File: config.mk
export PLATFORM = sky130hd
export DESIGN_NAME = pipe_ctrl
export DESIGN_NICKNAME = d
export VERILOG_FILES = /design/src/rtl/pipe_ctrl_pkg.sv /design/src/rtl/pipe_valid_cell.sv /design/src/rtl/pipe_ctrl.sv
export SDC_FILE = /design/constraint.sdc
export NUM_CORES = 1
export LEC_CHECK = 0
export CORE_AREA = 2 2 39 41
export CTS_BUF_LIST = sky130_fd_sc_hd__clkbuf_16
export CTS_CLUSTER_DIAMETER = 50
export DETAILED_ROUTE_END_ITERATION = 16
export DIE_AREA = 0 0 41 43
export PLACE_DENSITY = 0.82
export REMOVE_ABC_BUFFERS = 1
export SLEW_MARGIN = 5
export SYNTH_ARGS = -nofsm -noshare
export SYNTH_HDL_FRONTEND = slang
export SYNTH_HIERARCHICAL = 1
export SYNTH_SLANG_ARGS = --single-unit
File: constraint.sdc
create_clock -name clk -period 5.33 [get_ports clk]
set_input_delay 1.066 -clock clk [delete_from_list [all_inputs] [get_ports clk]]
set_output_delay 1.066 -clock clk [all_outputs]
set_load 0.01 [all_outputs]
File: src/rtl/pipe_ctrl_pkg.sv
`default_nettype none
// ============================================================================
// Module      : pipe_ctrl_pkg
// Description : Shared constants and the FSM state type for the pipe_ctrl
//               valid/ready sequencer.
// Revision    : 1.0 - initial release
// ============================================================================
package pipe_ctrl_pkg;

  localparam int STATE_W     = 2;
  localparam int STAGES_MAX  = 8;
  localparam int STALL_CNT_W = 8;

  typedef enum logic [STATE_W-1:0] {
    ST_IDLE  = 2'd0,
    ST_RUN   = 2'd1,
    ST_DRAIN = 2'd2
  } state_e;

endpackage : pipe_ctrl_pkg
`default_nettype wire

File: src/rtl/pipe_valid_cell.sv
`default_nettype none
// ============================================================================
// Module      : pipe_valid_cell
// Description : Occupancy bit for one pipeline stage. Produces the stage's
//               register enable (local ready gated by flush) and the valid
//               value it will hold after the next clock edge.
// Revision    : 1.0 - initial release
// ============================================================================
module pipe_valid_cell (
  input  logic clk,
  input  logic rst,
  input  logic up_valid,   // occupancy of the stage feeding this one
  input  logic dn_ready,   // ready of the stage this one feeds
  input  logic flush,
  output logic valid,
  output logic en,         // local ready, forced low during flush
  output logic valid_nxt
);

  logic w_ready;

  // A stage can take new data when empty or when its content moves on.
  always_comb begin
    w_ready   = ~valid | dn_ready;
    en        = w_ready & ~flush;
    valid_nxt = flush ? 1'b0 : (en ? up_valid : valid);
  end

  // Occupancy register; enabled stages load upstream occupancy, others hold.
  always_ff @(posedge clk) begin
    if (rst) begin
      valid <= 1'b0;
    end else begin
      valid <= valid_nxt;
    end
  end

endmodule : pipe_valid_cell
`default_nettype wire

File: src/rtl/pipe_ctrl.sv
`default_nettype none
// ============================================================================
// Module      : pipe_ctrl
// Description : Valid/ready sequencer for a linear chain of reg_8bit stages.
//               Collapses bubbles, propagates backpressure, supports drain
//               and flush. Optional downstream-stall counter is built when
//               PIPE_CTRL_PERF_EN is defined; otherwise stall_cnt is 0.
//               STAGES must lie in 1..STAGES_MAX.
// Revision    : 1.0 - initial release
// ============================================================================
module pipe_ctrl
  import pipe_ctrl_pkg::*;
#(
  parameter int STAGES = 4
) (
  input  logic                   clk,
  input  logic                   rst,
  input  logic                   in_valid,
  output logic                   in_ready,
  output logic                   out_valid,
  input  logic                   out_ready,
  input  logic                   drain,
  input  logic                   flush,
  output logic [STAGES-1:0]      stage_en,
  output logic [STAGES-1:0]      stage_valid,
  output logic                   busy,
  output logic [STATE_W-1:0]     state,
  output logic [STALL_CNT_W-1:0] stall_cnt
);

  state_e            r_state;
  state_e            w_state_nxt;
  logic [STAGES-1:0] w_dn_rdy;
  logic [STAGES-1:0] w_valid_nxt;
  logic              w_accept;

  // Downstream ready for each stage, flattened from the ready chain:
  // stage i may advance unless every stage from i+1 to the end is full
  // and the consumer is not taking data.
  always_comb begin : p_dn_rdy
    logic full_above;
    full_above = 1'b1;
    w_dn_rdy   = '0;
    for (int i = STAGES - 1; i >= 0; i--) begin
      w_dn_rdy[i] = out_ready | ~full_above;
      full_above  = full_above & stage_valid[i];
    end
  end

  // Upstream handshake; stage_en[0] already carries the flush gating.
  always_comb begin
    in_ready  = stage_en[0] & ~drain & (r_state != ST_DRAIN);
    w_accept  = in_valid & in_ready;
    out_valid = stage_valid[STAGES-1] & ~flush;
    busy      = |stage_valid;
    state     = r_state;
  end

  generate
    for (genvar i = 0; i < STAGES; i++) begin : g_stage
      logic up_valid;
      if (i == 0) begin : g_head
        assign up_valid = w_accept;
      end else begin : g_link
        assign up_valid = stage_valid[i-1];
      end

      pipe_valid_cell u_cell (
        .clk       (clk),
        .rst       (rst),
        .up_valid  (up_valid),
        .dn_ready  (w_dn_rdy[i]),
        .flush     (flush),
        .valid     (stage_valid[i]),
        .en        (stage_en[i]),
        .valid_nxt (w_valid_nxt[i])
      );
    end
  endgenerate

  // FSM state register.
  always_ff @(posedge clk) begin
    if (rst) begin
      r_state <= ST_IDLE;
    end else begin
      r_state <= w_state_nxt;
    end
  end

  // FSM next state; flush overrides every transition.
  always_comb begin
    w_state_nxt = r_state;
    if (flush) begin
      w_state_nxt = ST_IDLE;
    end else begin
      case (r_state)
        ST_IDLE: begin
          if (w_accept) w_state_nxt = ST_RUN;
        end
        ST_RUN: begin
          if (drain)                        w_state_nxt = ST_DRAIN;
          else if (~|w_valid_nxt && !w_accept) w_state_nxt = ST_IDLE;
        end
        ST_DRAIN: begin
          if (~|stage_valid) w_state_nxt = ST_IDLE;
        end
        default: w_state_nxt = ST_IDLE;
      endcase
    end
  end

`ifdef PIPE_CTRL_PERF_EN
  logic [STALL_CNT_W-1:0] r_stall_cnt;

  // Saturating count of cycles the last stage waits on the consumer.
  always_ff @(posedge clk) begin
    if (rst || flush) begin
      r_stall_cnt <= '0;
    end else if (stage_valid[STAGES-1] && !out_ready && (r_stall_cnt != '1)) begin
      r_stall_cnt <= r_stall_cnt + 1'b1;
    end
  end

  assign stall_cnt = r_stall_cnt;
`else
  assign stall_cnt = '0;
`endif

endmodule : pipe_ctrl
`default_nettype wire

==> metrics.yaml <==
sta:
  fin_skew_ns: 0.00392
  finalCriticalPeriod_ns: 3.90
  hold_viol: 0
  rsz0062_at_grt: "false"
  period_share: 0.731
  relSlewSlack: 0.616
  fin_tns_setup_ns: 0
  hold_ws_ns: 0.552
  fmax_ghz: 0.257
  slew_violations: 0
  setup_violations: 0
  tightestPinTransition_ns: 0.575
  setup_ws_ns: 1.43
grt:
  grt_pass1_vias: 346
  antenna_found_initial: 0
  overflow: 0
  grt_pass1_wl_um: 1550
  grt_util_all_layers: 0.131
  grt_max_degree: 16
floorplan:
  die_x_um: 41
  fp-row-count: 14
  die_y_um: 43
  core_um2: 1380
  start_util: 0.355
  ios: 27
  dieArea_um2: 1760
finish:
  final_common_cell: "clkdlybuf4s50_1"
  finalInstanceArea_um2: 711
  utilization: 0.514
  fin_nets: 78
  layout_common_cells: "clkdlybuf4s50_1, conb_1, nor2b_1, dfxtp_1, inv_1"
  n_antenna_cell: 0
  syn2layout_area_growth_pct: 44.5
  drive_gt1_frac: 0.200
  fin_cells: 86
drt:
  wl_um: 975
  first_iter_violations: 3
  vias: 410
  via_per_inst: 4.77
  drcViolationCount: 0
  wl_per_cell_um: 11.3
  first_pass_iters: 4
  postRouteAntennaNets: 0
cts:
  cts.clk_slew.worst_paths_ns: 0.04
  cts_resized: 0
  cts_sinks: 6
  cts_made_buffers: 3
  cts_buffer_depth: 2
  htreeDepth: 1
  insertion_delay_ns: 0.23
  cts_tree: "done"
  ctsHoldBuffers: 0
  cts_setup_buffers: 0
  ctsRootBufferMaster: "clkbuf_16"
worst_hold_path:
  hp-start: "g_stage[0].u_cell/valid"
  holdPathStages: 2
  whs_endpoint: "g_stage[0].u_cell/valid"
  hold_path_class: "reg -> reg"
worst_setup_path:
  r2r_slack_ns: 3.31
  path_class: "in -> out"
  arrival_ns: 2.83
  rr_startpoint: "g_stage[3].u_cell/valid"
  rr_worst_depth: 9
  r2r_end: "state[0]"
  crit_path_end_kind: "primary output"
  crit_required_ns: 4.26
  crit_fanout: 15
  cp-start-kind: "primary input"
synthesis:
  yosys_warnings: 6
  synthTopCellsByArea: "dfxtp_1, buf_4, nand2b_4, a211oi_2, nor2b_1"
  synth_area_um2: 492
  yosys.area.top_type_share: 0.244
  ys_ff_latch: 6
  syn_avg_cell_area_um2: 9.28
  netlist_instances: 53
  ys_types: 19
  ys_seq_area_frac: 0.244
  synth_top_area_cell: "dfxtp_1"
place:
  port-buffer-count: 18
  dp_hpwl_um: 663
  place_inst: 83
  postPlaceCellArea_um2: 636
  pre_cts_ws_ns: 1.43
  gp_congestion: 0.756
flow_run:
  drv_cap: 0
run_status:
  status: "completed"
power_and_ir_drop:
  power.total_uw: 188
  power_density_nw_per_um2: 265
  total_leakage_power_nw: 0.274
  peakVddDrop_uv: 172
==> cell families (layout without fill, tap and decap cells) <==
kind of cell           count (synthesis)  after routing  share of synthesized area
AOI/OAI and AO/OA                     12             12                      0.216
buffers and inverters                 16             26                      0.206
DFF                                    6              6                      0.244
other                                  1              8                    0.00763
and+or+nand+nor                       18             18                      0.326
==> how the worst max path moves through the flow <==
stage	startpoint	endpoint	slack, ns	cells after the start
global route	flush	in_ready	1.27	5
finish	flush	in_ready	1.43	5
global placement	out_ready	in_ready	1.46	7
detailed placement	flush	in_ready	1.43	5
CTS	flush	in_ready	1.43	5
floorplan	out_ready	in_ready	2.33	5
==> report_power, final <==
part           switching, mW  internal [mW]
clock                 0.0259         0.0964
combinational         0.0100        0.00985
sequential          0.000495         0.0455
==> Yosys cell counts, drive strengths merged <==
library cell / n
buf: 11
dfxtp: 6
nor2b: 6
a21oi: 5
inv: 5
nand2b: 5
a211oi: 4
nor3: 2
a2111oi: 1
and3b: 1
conb: 1
nand3b: 1
nand4b: 1
nor4b: 1
o21a: 1
o41a: 1
or4: 1
==> sequential cells by signal (all words and copies together) (netlist names) <==
register	count
g_stage.u_cell/valid	4
state	2
==> worst max-delay path, cell delays in order <==
cell and delay [ns]:
clkdlybuf4s50_1 0.69, nor2b_1 0.25, inv_1 0.08, nor3_1 0.17
clkdlybuf4s50_1 0.56
==> per-layer routing <==
metal	GRT usage	up-vias	share of wire
met1	0.174	195	0.40
met4	0.0400	0	0
met2	0.178	17	0.52
li1	-	198	-
met5	0	-	0
met3	0.0681	0	0.076
==> area by class of cell <==
type	instances	area [µm²]
clock buffers	3	75.1
fillers	132	673
inverters	5	18.8
multi-input cells	38	297
flip-flops and latches	6	120
well taps	16	20.0
repair buffers	18	180
(Power assumes the default switching activity.)
